`src/rtl/bcd_pkg.sv`:
```
`default_nettype none
// ============================================================================
// Module   : bcd_pkg
// Brief    : Shared widths, iteration count and FSM encoding for the BCD
//            conversion scheduler.
// Revision : 1.0
// ============================================================================
package bcd_pkg;

  localparam int BIN_W  = 8;
  localparam int BCD_W  = 4;
  localparam int N_ITER = 8;
  localparam int SR_W   = BIN_W + 3 * BCD_W;
  localparam int CNT_W  = $clog2(N_ITER);

  typedef enum logic [1:0] {
    ST_IDLE  = 2'd0,
    ST_SHIFT = 2'd1,
    ST_DONE  = 2'd2
  } state_t;

  // Add-3 correction applied to a BCD digit ahead of each shift.
  function automatic logic [BCD_W-1:0] dd_adj(input logic [BCD_W-1:0] d);
    return (d >= BCD_W'(5)) ? d + BCD_W'(3) : d;
  endfunction

endpackage
`default_nettype wire

```
`src/rtl/bcd_dd_iter.sv`:
```
`default_nettype none
// ============================================================================
// Module   : bcd_dd_iter
// Brief    : Iterative double-dabble core, one add-3/shift step per cycle.
// Revision : 1.0
// ============================================================================
module bcd_dd_iter
  import bcd_pkg::*;
(
  input  logic             clk,
  input  logic             rst_n,
  input  logic             start,
  input  logic [BIN_W-1:0] operand,
  output logic             done,
  output logic [BCD_W-1:0] hund,
  output logic [BCD_W-1:0] tens,
  output logic [BCD_W-1:0] ones
);

  logic [SR_W-1:0]  r_sr;
  logic [CNT_W-1:0] r_cnt;
  logic             r_active;
  logic [SR_W-1:0]  w_adj;
  logic [SR_W-1:0]  w_next;

  always_comb begin
    w_adj  = {dd_adj(r_sr[SR_W-1 -: BCD_W]),
              dd_adj(r_sr[SR_W-1-BCD_W -: BCD_W]),
              dd_adj(r_sr[SR_W-1-2*BCD_W -: BCD_W]),
              r_sr[BIN_W-1:0]};
    w_next = w_adj << 1;
  end

  // Digits are presented from the post-step value so the final step's result
  // can be captured on the same edge that completes it.
  assign hund = w_next[SR_W-1 -: BCD_W];
  assign tens = w_next[SR_W-1-BCD_W -: BCD_W];
  assign ones = w_next[SR_W-1-2*BCD_W -: BCD_W];
  assign done = r_active && (r_cnt == CNT_W'(N_ITER - 1));

  always_ff @(posedge clk or negedge rst_n) begin
    if (!rst_n) begin
      r_sr     <= '0;
      r_cnt    <= '0;
      r_active <= 1'b0;
    end else if (start) begin
      r_sr     <= {{(3*BCD_W){1'b0}}, operand};
      r_cnt    <= '0;
      r_active <= 1'b1;
    end else if (r_active) begin
      r_sr  <= w_next;
      r_cnt <= r_cnt + 1'b1;
      if (done) r_active <= 1'b0;
    end
  end

endmodule
`default_nettype wire

```
`src/rtl/bcd_conv_sched.sv`:
```
`default_nettype none
// ============================================================================
// Module   : bcd_conv_sched
// Brief    : Round-robin scheduler sharing one double-dabble engine among NREQ
//            requesters, returning tagged BCD results.
// Revision : 1.0
// ============================================================================
module bcd_conv_sched
  import bcd_pkg::*;
#(
  parameter int NREQ = 4
) (
  input  logic                  clk,
  input  logic                  rst_n,
  input  logic [NREQ-1:0]       req_valid,
  input  logic [BIN_W*NREQ-1:0] req_bin,
  output logic [NREQ-1:0]       req_ready,
  output logic [NREQ-1:0]       rsp_valid,
  output logic [2*BCD_W-1:0]    rsp_bcd,
  output logic [BCD_W-1:0]      rsp_hund,
  output logic                  busy
);

  localparam int PTR_W = (NREQ > 1) ? $clog2(NREQ) : 1;

  state_t              r_state;
  logic [PTR_W-1:0]    r_rr_ptr;
  logic [PTR_W-1:0]    r_id;
  logic [NREQ-1:0]     r_rsp_valid;
  logic [2*BCD_W-1:0]  r_rsp_bcd;
  logic [BCD_W-1:0]    r_rsp_hund;

  logic                w_win_found;
  logic [PTR_W-1:0]    w_win_idx;
  logic [PTR_W-1:0]    w_cand_idx;
  int                  w_cand;
  logic [NREQ-1:0]     w_grant;
  logic                w_start;
  logic [BIN_W-1:0]    w_operand;
  logic [PTR_W-1:0]    w_ptr_next;
  logic                w_done;
  logic [BCD_W-1:0]    w_hund;
  logic [BCD_W-1:0]    w_tens;
  logic [BCD_W-1:0]    w_ones;

  // Scan from rr_ptr upward, wrapping, and keep the first active requester.
  always_comb begin
    w_win_found = 1'b0;
    w_win_idx   = '0;
    w_cand      = 0;
    w_cand_idx  = '0;
    for (int k = 0; k < NREQ; k++) begin
      w_cand = int'(r_rr_ptr) + k;
      if (w_cand >= NREQ) w_cand = w_cand - NREQ;
      w_cand_idx = PTR_W'(w_cand);
      if (!w_win_found && req_valid[w_cand_idx]) begin
        w_win_found = 1'b1;
        w_win_idx   = w_cand_idx;
      end
    end
  end

  assign w_start = (r_state == ST_IDLE) && w_win_found;

  always_comb begin
    w_grant = '0;
    if (w_start) w_grant[w_win_idx] = 1'b1;
  end

  assign w_operand  = req_bin[int'(w_win_idx)*BIN_W +: BIN_W];
  assign w_ptr_next = (w_win_idx == PTR_W'(NREQ - 1)) ? '0 : w_win_idx + 1'b1;

  bcd_dd_iter u_core (
    .clk     (clk),
    .rst_n   (rst_n),
    .start   (w_start),
    .operand (w_operand),
    .done    (w_done),
    .hund    (w_hund),
    .tens    (w_tens),
    .ones    (w_ones)
  );

  always_ff @(posedge clk or negedge rst_n) begin
    if (!rst_n) begin
      r_state     <= ST_IDLE;
      r_rr_ptr    <= '0;
      r_id        <= '0;
      r_rsp_valid <= '0;
      r_rsp_bcd   <= '0;
      r_rsp_hund  <= '0;
    end else begin
      r_rsp_valid <= '0;
      case (r_state)
        ST_IDLE: begin
          if (w_win_found) begin
            r_id     <= w_win_idx;
            r_rr_ptr <= w_ptr_next;
            r_state  <= ST_SHIFT;
          end
        end
        ST_SHIFT: begin
          if (w_done) begin
            r_rsp_bcd         <= {w_tens, w_ones};
            r_rsp_hund        <= w_hund;
            r_rsp_valid[r_id] <= 1'b1;
            r_state           <= ST_DONE;
          end
        end
        ST_DONE:  r_state <= ST_IDLE;
        default:  r_state <= ST_IDLE;
      endcase
    end
  end

  assign req_ready = w_grant;
  assign rsp_valid = r_rsp_valid;
  assign rsp_bcd   = r_rsp_bcd;
  assign rsp_hund  = r_rsp_hund;
  assign busy      = (r_state != ST_IDLE);

endmodule
`default_nettype wire
```
`config.mk`:
```
export PLATFORM = sky130hd
export DESIGN_NAME = bcd_conv_sched
export DESIGN_NICKNAME = d
export VERILOG_FILES = /design/src/rtl/bcd_pkg.sv /design/src/rtl/bcd_dd_iter.sv /design/src/rtl/bcd_conv_sched.sv
export SDC_FILE = /design/constraint.sdc
export NUM_CORES = 1
export LEC_CHECK = 0
export CAP_MARGIN = 10
export CORE_MARGIN = 2
export CORE_UTILIZATION = 25
export DETAILED_ROUTE_END_ITERATION = 16
export GPL_ROUTABILITY_DRIVEN = 0
export SETUP_SLACK_MARGIN = 0.3
export SLEW_MARGIN = 20
export SYNTH_ARGS = -nofsm -noshare
export SYNTH_HDL_FRONTEND = slang
export SYNTH_SLANG_ARGS = --single-unit
```
`constraint.sdc`:
```
create_clock -name clk -period 5.5 [get_ports clk]
set_input_delay 1.65 -clock clk [delete_from_list [all_inputs] [get_ports clk]]
set_output_delay 1.65 -clock clk [all_outputs]
set_load 0.02 [all_outputs]
```
# After elaboration in Yosys (flattened, before gate mapping)
# Cells that the tools add are included.
# W data, S select, Z words.
dict set report word_totals {
  register_bits 46
  latch_bits 0
  ramBits 0
  romBits 0
  in_bits 38
  output_inout_bits 21
  wordCells 99
  n_memories 0
}
dict set report classes {
  addsub 12
  mul 0
  div 0
  order_cmp 15
  n_eq_ne 5
  shift 1
  muxes 41
  bitwise_logic 0
  n_reduce_logical 16
}
# operator n
set ops {}
lappend ops {{$mux W20} 2}
lappend ops {{$shiftx A32 B6 Y8} 1}
lappend ops {{$mux W2} 11}
lappend ops {{$mux W4} 5}
lappend ops {{$lt A2 B3 Y1 const B} 6}
lappend ops {{$mux W1} 13}
lappend ops {{$ge A4 B3 Y1 const B} 3}
lappend ops {{$ge A3 B3 Y1 const B} 3}
lappend ops {{$mux W3} 3}
lappend ops {{$add A4 B2 Y4 const B} 2}
lappend ops {{$bmux W1 S2} 4}
lappend ops {{$sub A2 B1 Y2 const B} 4}
lappend ops {{$logic_and A1 B1 Y1} 7}
lappend ops {{$add A2 B2 Y3 const B} 2}
lappend ops {{$reduce_and A2 Y1} 3}
lappend ops {{$demux W1 S2} 2}
lappend ops {{$ge A2 B1 Y1 const B} 2}
lappend ops {{$pmux W2 S2} 1}
lappend ops {{$reduce_bool A2 Y1} 2}
lappend ops {{$add A2 B1 Y3 const B} 1}
lappend ops {{$add A3 B1 Y3 const B} 1}
lappend ops {{$add A3 B2 Y3 const B} 1}
lappend ops {{$eq A3 B3 Y1 const B} 1}
lappend ops {{$ge A2 B3 Y1 const B} 1}
lappend ops {{7 further kinds} 9}

# Logic depth before layout (Yosys ltp)
# Gate-level depths: netlist of run 1.
dict set report logic_depth {
  depth_word 19
  depth_mapped 7
  ltp_nobuf 7
}

# Hierarchy
# A second synthesis of run 1 with hierarchy kept.
dict set report unflattened {
  cells_unflattened 278
  hier_area_um2 2610.0
}
# mod n_inst cells_each area_each_um2 seq_area_each_um2
set by_module_without_submodules {}
lappend by_module_without_submodules {bcd_dd_iter 1 148 1408.9 600.6}
lappend by_module_without_submodules {bcd_conv_sched 1 130 1201.2 550.5}

# Worst setup path before layout of run 1
# Ideal clock, no wire load.
dict set report synth_path {
  path_kind {input to output}
  startpoint {input req_valid[0]}
  endpoint {output req_ready[0]}
  arrival_time_ps 3028
  required_time_ps 3850
  setup_slack_ps 822
  cell_stages 7
  path_buffers 1
  path_cell_list {nor2b_1 or4b_4 nand2_2 inv_4 buf_6 ha_1 and3_1}
}
dict set report synth_via {
  elab_chain_cells 17
  word_cells_on_any_way 29
  classes_between {order compare: 2; mux: 19; reduce/logical: 8}
}
# item line
set synth_rtl {}
lappend synth_rtl {{start: declaration} bcd_conv_sched.sv:15} ;# input logic [NREQ-1:0] req_valid,
lappend synth_rtl {{$bmux W1 S2} bcd_conv_sched.sv:56} ;# if (!w_win_found && req_valid[w_cand_idx]) begin
lappend synth_rtl {{$mux W1 (implied by the code)} bcd_conv_sched.sv:56}
lappend synth_rtl {{$mux W1} bcd_conv_sched.sv:56}
lappend synth_rtl {{$logic_not A1 Y1} bcd_conv_sched.sv:56}
lappend synth_rtl {{$logic_and A1 B1 Y1} bcd_conv_sched.sv:56}
lappend synth_rtl {{$mux W1} bcd_conv_sched.sv:56}
lappend synth_rtl {{$logic_not A1 Y1} bcd_conv_sched.sv:56}
lappend synth_rtl {{$logic_and A1 B1 Y1} bcd_conv_sched.sv:56}
lappend synth_rtl {{[2 not listed]} --}
lappend synth_rtl {{$logic_and A1 B1 Y1} bcd_conv_sched.sv:56}
lappend synth_rtl {{$mux W2 *} bcd_conv_sched.sv:56}
lappend synth_rtl {{net w_win_idx[0]} bcd_conv_sched.sv:34} ;# logic [PTR_W-1:0] w_win_idx;
lappend synth_rtl {{$lt A2 B3 Y1 (implied by the code) / $ge A2 B1 Y1 (equally long branches)} bcd_conv_sched.sv:67} ;# if (w_start) w_grant[w_win_idx] = 1'b1;
lappend synth_rtl {{$logic_and A1 B1 Y1 (implied by the code)} bcd_conv_sched.sv:67}
lappend synth_rtl {{$mux W1 (implied by the code)} bcd_conv_sched.sv:67}
lappend synth_rtl {{$demux W1 S2 *} bcd_conv_sched.sv:67}
lappend synth_rtl {{$mux W4 *} bcd_conv_sched.sv:67}
lappend synth_rtl {{end: declaration} bcd_conv_sched.sv:17} ;# output logic [NREQ-1:0] req_ready,
# The timed path passes the listed nets; every way through them passes the cells marked *. The select of a mux whose other input is x is not followed.

# Final worst setup path of run 1
dict set report layout_path {
  startpoint {input req_valid[1]}
  endpoint {output req_ready[0]}
}
# The elaborated chain is that of the path after synthesis.

==> results.sh, run 1 <==
export IMPL_status="finished, final reports clean"
export IMPL_htreeDepth=2
export IMPL_grt_use_total_pct=10.4
export IMPL_synthAdderAreaFrac_pct=5.98
export IMPL_yosys_area_share_simple_pct=17.4
export IMPL_clockBufferDepth=2
export IMPL_synth_top_family_by_area="simple AND/OR/NAND/NOR gates"
export IMPL_p_sw_mw=0.688
export IMPL_hold_ws_ns=0.468
export IMPL_dr_pass1_iters=5
export IMPL_timing_final_hold_violations=0
export IMPL_start_kind="input port"
export IMPL_slew_headroom_pct=58.0
export IMPL_intPower_mw=1.05
export IMPL_layout_nets=367
export IMPL_path_cells="clkdlybuf4s50_1, nor2_1, or4b_4, nand2_4, inv_4, ha_1, and3_1, buf_2"
export IMPL_cp_slowest_stage_delay_ns=0.56
export IMPL_yosys_register_bits=46
export IMPL_worstMarginPinSlew_ns=0.629
export IMPL_min_delay_path_class="flip-flop to flip-flop"
export IMPL_max_freq_mhz=197
export IMPL_p_leak_nw=1.53
export IMPL_yosysTopAreaCell="dfrtp_1"
export IMPL_cts_buffers=5
export IMPL_vias_per_cell=4.45
export IMPL_grt_pass1_vias=2027
export IMPL_finClkSkew_ns=0.00508
export IMPL_cts_sinks=46
export IMPL_start_util_pct=25.7
export IMPL_ir_worst_vdd_uv=170
export IMPL_syn_inst=253
export IMPL_finalCriticalPeriod_ns=5.09
export IMPL_final_antenna_net_count=0
export IMPL_grt_max_degree=47
export IMPL_grt_overflow=0
export IMPL_grt_pass1_wl_microns=9280
export IMPL_fin_total_pwr_mw=1.74
export IMPL_cp_arrival_ns=3.44
export IMPL_crit_family="simple AND/OR/NAND/NOR gates"
export IMPL_postPlaceCellArea_sq_mm=0.00326
export IMPL_synthTopCellsByArea="dfrtp_1 (46%), mux2i_1 (7.6%), ha_1 (6.0%), nand2_1 (4.8%), o21ai_0 (3.6%)"
export IMPL_critPathCaptureType="output pin"
export IMPL_coreArea_sq_mm=0.00977
export IMPL_slew_violations=0
export IMPL_synth_compound_area_share_pct=14.7
export IMPL_maxCapViolCount=0
export IMPL_synth_area_sq_mm=0.00251
export IMPL_synth_xor_area_share_pct=1.39
export IMPL_utilization_pct=34.6
export IMPL_area_growth_pct=34.7
export IMPL_cts_tree="built"
export IMPL_synth_distinct_cells=43
export IMPL_clkPwrFrac_pct=14.5
export IMPL_antenna_found_initial=0
export IMPL_avgSynthCellArea_sq_um=9.93
export IMPL_synthMuxAreaShare_pct=10.7
export IMPL_fin_setup_tns_ns=0
export IMPL_synth_edf_count=0
export IMPL_slowest_stage="or4b_4"
export IMPL_port_buffers=58
export IMPL_r2r_setup_slack_ns=3.44
export IMPL_pwr_share_seq_pct=33.0
export IMPL_ys_flop_type="dfrtp_1"
export IMPL_clock_latency_ns=0.30
export IMPL_rsz0062_at_grt="no"
export IMPL_wirelength_microns=5450
export IMPL_wire_per_inst_microns=12.1
export IMPL_place_hpwl_microns=4060
export IMPL_yosysWarnings=0
export IMPL_swShare_pct=39.6
export IMPL_synthTopCellsByCount="dfrtp_1 (46), nand2_1 (32), mux2i_1 (19), o21ai_0 (18), nor2_1 (16)"
export IMPL_clk_pin_slew_ns=0.08
export IMPL_setup_violations_final=0
export IMPL_die_area_sq_mm=0.0109
export IMPL_vias=2005
export IMPL_worstPathRequired_ns=3.85
export IMPL_synth_async_sr_flop_share_pct=100
export IMPL_io_pins=59
export IMPL_die_w_microns=104
export IMPL_ys_seq_area_share_pct=45.8
export IMPL_final_area_sq_mm=0.00338
export IMPL_synthMostInstantiatedCell="dfrtp_1"
export IMPL_drt_iter0_drc=103
export IMPL_path_max_fanout=5
export IMPL_period_share_pct=92.5
export IMPL_drcViolationCount=0
export IMPL_clockRootBuffer="clkbuf_8"
export IMPL_fillers=1024
export IMPL_die_h_microns=104
export IMPL_drive_gt1_share_pct=11.6
export IMPL_synth_top_area_share_pct=45.8
export IMPL_rows=36
export IMPL_diodes=0
export IMPL_path_class="input port to output pin"
export IMPL_combPwrFrac_pct=52.5
export IMPL_syn_num_nets=303
export IMPL_powerDensity_mw_per_mm2=513
export IMPL_critPathBufInv=3
area by class of cell:
| type | instances | area [sq um] | share of cell area, % |
|---|---|---|---|
| Multi-Input combinational cell | 184 | 1260 | 37.4 |
| Sequential cell | 46 | 1150 | 34.0 |
| Timing Repair Buffer | 68 | 643 | 19.0 |
| Tap cell | 133 | 166 | 4.92 |
| Clock buffer | 6 | 72.6 | 2.14 |
| Inverter | 12 | 47.5 | 1.41 |
| Clock inverter | 2 | 37.5 | 1.11 |
what timing repair did:
| item | 4_1_cts | 5_1_grt |
|---|---|---|
| hold buffers | 0 | 0 |
| setup buffers | 0 | 1 |
| pin swaps | 0 | 1 |
| endpoints found under the setup margin | 4 | 3 |
| gates resized for setup | 12 | 4 |
layer usage:
metal,up-vias,global-route usage [%],part of all wire [%]
met5,-,0,0
met3,5,2.69,6.2
met2,54,17.3,46
li1,1018,-,-
met1,928,13.3,47
met4,0,2.90,1.0
registers in the layout, summed over array words and instances, names as in the netlist:
register	count
r_id	2
r_rr_ptr	2
r_state	2
rsp_bcd	8
rsp_hund	4
rsp_valid	4
u_core.r_active	1
u_core.r_cnt	3
u_core.r_sr	20
power groups by stage:
| stage | clock network [mW] | registers [mW] | logic [mW] |
|---|---|---|---|
| after floorplan | 0 | 0.608 | 0.601 |
| after global placement | 0 | 0.577 | 0.888 |
| after detailed placement | 0 | 0.582 | 0.912 |
| after CTS | 0.260 | 0.575 | 0.916 |
| after global routing | 0.269 | 0.595 | 1.02 |
| final | 0.252 | 0.573 | 0.911 |
cells by family after synthesis:
kind of cell / count (synthesis)
multiplexers: 26
XOR/XNOR: 4
AO/OA/AOI/OAI: 56
flip-flops: 46
buffers and inverters: 23
AND/OR/NAND/NOR: 86
adder cells (fa/ha/maj): 12
worst paths after layout:
kind	startpoint	end	depth (start not counted)
worst max register to register	r_state[0]	u_core.r_sr[5]	5
min in group asynchronous	rst_n	rsp_hund[3]	1
worst max-delay path	req_valid[1]	req_ready[0]	8
worst min-delay path	r_state[1]	r_state[0]	1
worst min register to register	r_state[1]	r_state[0]	1
max in group asynchronous	rst_n	u_core.r_sr[8]	1
stage by stage:
stage          std cells  setup slack, ns
6_report             451            0.413
2_1_floorplan        253            0.822
3_5_place_dp         441          -0.0437
5_1_grt              451            0.339
4_1_cts              449            0.291
3_3_place_gp         441         -0.00905
layout by cell type (no fill, tap or decap), types with 5 or more instances in the layout:
cell	netlist	routed
nor3b_1	6	6
nor2b_1	6	6
and2_1	5	5
mux2i_1	19	19
nor2_1	16	16
a211oi_1	5	5
clkbuf_8	0	5
ha_1	12	12
and3_1	5	5
mux2_2	7	7
clkdlybuf4s50_1	0	52
inv_1	11	11
dfrtp_1	46	46
a21oi_1	13	13
nand2_1	32	32
o21ai_0	18	18
o221ai_1	5	5
nand3_1	6	6
buf_4	0	10
worst reg2reg max path, cell delays in order, from the launching register on:
cell	delay, ns
dfrtp_1	0.41
nor2_1	0.33
and2_1	0.60
nand3_2	0.27
a211oi_2	0.28
a221oi_2	0.05
(Power assumes the default switching activity.)
==> run 2: changes to the inputs <==
--- a/config.mk
+++ b/config.mk
@@ -5,11 +5,12 @@
 export SDC_FILE = /design/constraint.sdc
 export NUM_CORES = 1
 export LEC_CHECK = 0
-export CAP_MARGIN = 10
+export CAP_MARGIN = 25
 export CORE_MARGIN = 2
 export CORE_UTILIZATION = 25
 export DETAILED_ROUTE_END_ITERATION = 16
 export GPL_ROUTABILITY_DRIVEN = 0
+export HOLD_SLACK_MARGIN = 0.05
 export SETUP_SLACK_MARGIN = 0.3
 export SLEW_MARGIN = 20
 export SYNTH_ARGS = -nofsm -noshare
==> constraint.sdc (replaced) <==
create_clock -name clk -period 5 [get_ports clk]
set_input_delay 1.5 -clock clk [delete_from_list [all_inputs] [get_ports clk]]
set_output_delay 1.5 -clock clk [all_outputs]
set_load 0.02 [all_outputs]
==> results.sh, run 2 (synthesis results as in run 1) <==
export IMPL_status="finished, final reports clean"
export IMPL_wire_per_inst_microns=12.2
export IMPL_slew_headroom_pct=54.7
export IMPL_reg2reg_depth=5
export IMPL_area_growth_pct=35.7
export IMPL_slew_violations=0
export IMPL_holdPathStages=1
export IMPL_period_share_pct=91.6
export IMPL_worstPathRequired_ns=3.50
export IMPL_cp_arrival_ns=3.08
export IMPL_cts_buffers=5
export IMPL_critPathCaptureType="output pin"
export IMPL_coreArea_sq_mm=0.00977
export IMPL_timing_rr_start="r_state[0]"
export IMPL_drt_iter0_drc=81
export IMPL_vias_per_cell=4.45
export IMPL_layout_commonest_cell="clkdlybuf4s50_1"
export IMPL_holdPathEnd="r_state[0]"
export IMPL_place_inst=447
export IMPL_hold_start="r_state[1]"
export IMPL_clock_latency_ns=0.30
export IMPL_ir_worst_vdd_uv=204
export IMPL_top_register="u_core.r_sr"
export IMPL_final_antenna_net_count=0
export IMPL_max_freq_mhz=218
export IMPL_cts_sinks=46
export IMPL_fin_setup_tns_ns=0
export IMPL_worstMarginPinSlew_ns=0.679
export IMPL_finalCriticalPeriod_ns=4.58
export IMPL_die_area_sq_mm=0.0109
export IMPL_finClkSkew_ns=0.00848
export IMPL_clockBufferDepth=2
export IMPL_grt_max_degree=47
export IMPL_io_pins=59
export IMPL_drive_gt1_share_pct=13.9
export IMPL_cts_tree="built"
export IMPL_utilization_pct=34.9
export IMPL_path_class="input port to output pin"
export IMPL_rows=36
export IMPL_postPlaceCellArea_sq_mm=0.00331
export IMPL_grt_pass1_vias=2092
export IMPL_drcViolationCount=0
export IMPL_die_w_microns=104
export IMPL_rsz0062_at_grt="no"
export IMPL_dr_pass1_iters=4
export IMPL_timing_final_hold_violations=0
export IMPL_vias=2035
export IMPL_port_buffers=58
export IMPL_powerDensity_mw_per_mm2=552
export IMPL_start_kind="input port"
export IMPL_start_util_pct=25.7
export IMPL_layout_nets=373
export IMPL_diodes=0
export IMPL_wirelength_microns=5570
export IMPL_r2r_end="u_core.r_sr[5]"
export IMPL_min_delay_path_class="flip-flop to flip-flop"
export IMPL_largest_reg_flops=20
export IMPL_final_cell_mix="clkdlybuf4s50_1 (49), dfrtp_1 (46), nand2_1 (32)"
export IMPL_maxCapViolCount=0
export IMPL_fin_total_pwr_mw=1.88
export IMPL_place_hpwl_microns=4050
export IMPL_die_h_microns=104
export IMPL_grt_use_total_pct=10.6
export IMPL_grt_overflow=0
export IMPL_setup_violations_final=0
export IMPL_grt_pass1_wl_microns=9610
export IMPL_final_area_sq_mm=0.00341
export IMPL_holdBufCountCts=0
export IMPL_clockRootBuffer="clkbuf_8"
export IMPL_path_max_fanout=4
export IMPL_pre_cts_ws_ns=-0.211
export IMPL_htreeDepth=2
export IMPL_antenna_found_initial=0
export IMPL_r2r_setup_slack_ns=2.79
export IMPL_final_cells=457
export IMPL_hold_ws_ns=0.457
export IMPL_p_leak_nw=1.55
export IMPL_timing_final_ws_setup_ns=0.421
export IMPL_clk_pin_slew_ns=0.09
==> run 2: how the worst max path moves through the flow <==
stage,to,start,cells past startpoint,slack [ns]
6_report,req_ready[1],req_valid[0],7,0.42
5_1_grt,req_ready[1],req_valid[2],8,0.33
4_1_cts,req_ready[1],req_valid[0],7,0.42
3_5_place_dp,req_ready[3],req_valid[0],7,-0.21
3_3_place_gp,req_ready[3],req_valid[3],7,-0.18
2_1_floorplan,req_ready[0],req_valid[0],7,0.62
==> run 2: cell type report <==
class                           count  area [sq um]
Fill cell                        1032          6360
Multi-Input combinational cell    184          1270
Sequential cell                    46          1150
Timing Repair Buffer               74           687
Tap cell                          133           166
Clock buffer                        5          68.8
Inverter                           12          47.5
Clock inverter                      3          21.3
==> run 2: critical path, stage by stage <==
cell and delay (ns):
dlygate4sd2_1 0.26, nor2b_1 0.13, or4b_4 0.53, nand2_4 0.11, ha_1 0.14, and3_1 0.14, clkdlybuf4s15_2 0.26
==> run 2: power breakdown <==
part	total [mW]	internal, mW	switching [mW]	leakage [nW]
clock network	0.233	0.0985	0.134	0.0441
registers	0.633	0.525	0.107	0.584
logic	1.02	0.489	0.529	0.925
==> run 2: repair_timing <==
action                     in CTS  in global routing
buffers inserted                1                  0
setup endpoints to repair       4                  0
resized for setup              21                  0
==> run 2: layer usage <==
layer / routed length [microns] / vias up / global-route usage (%)
li1: - / 1025 / -
met1: 2670 / 957 / 13.6
met2: 2570 / 49 / 17.8
met3: 297 / 4 / 2.82
met4: 37 / 0 / 2.70
met5: 0 / - / 0
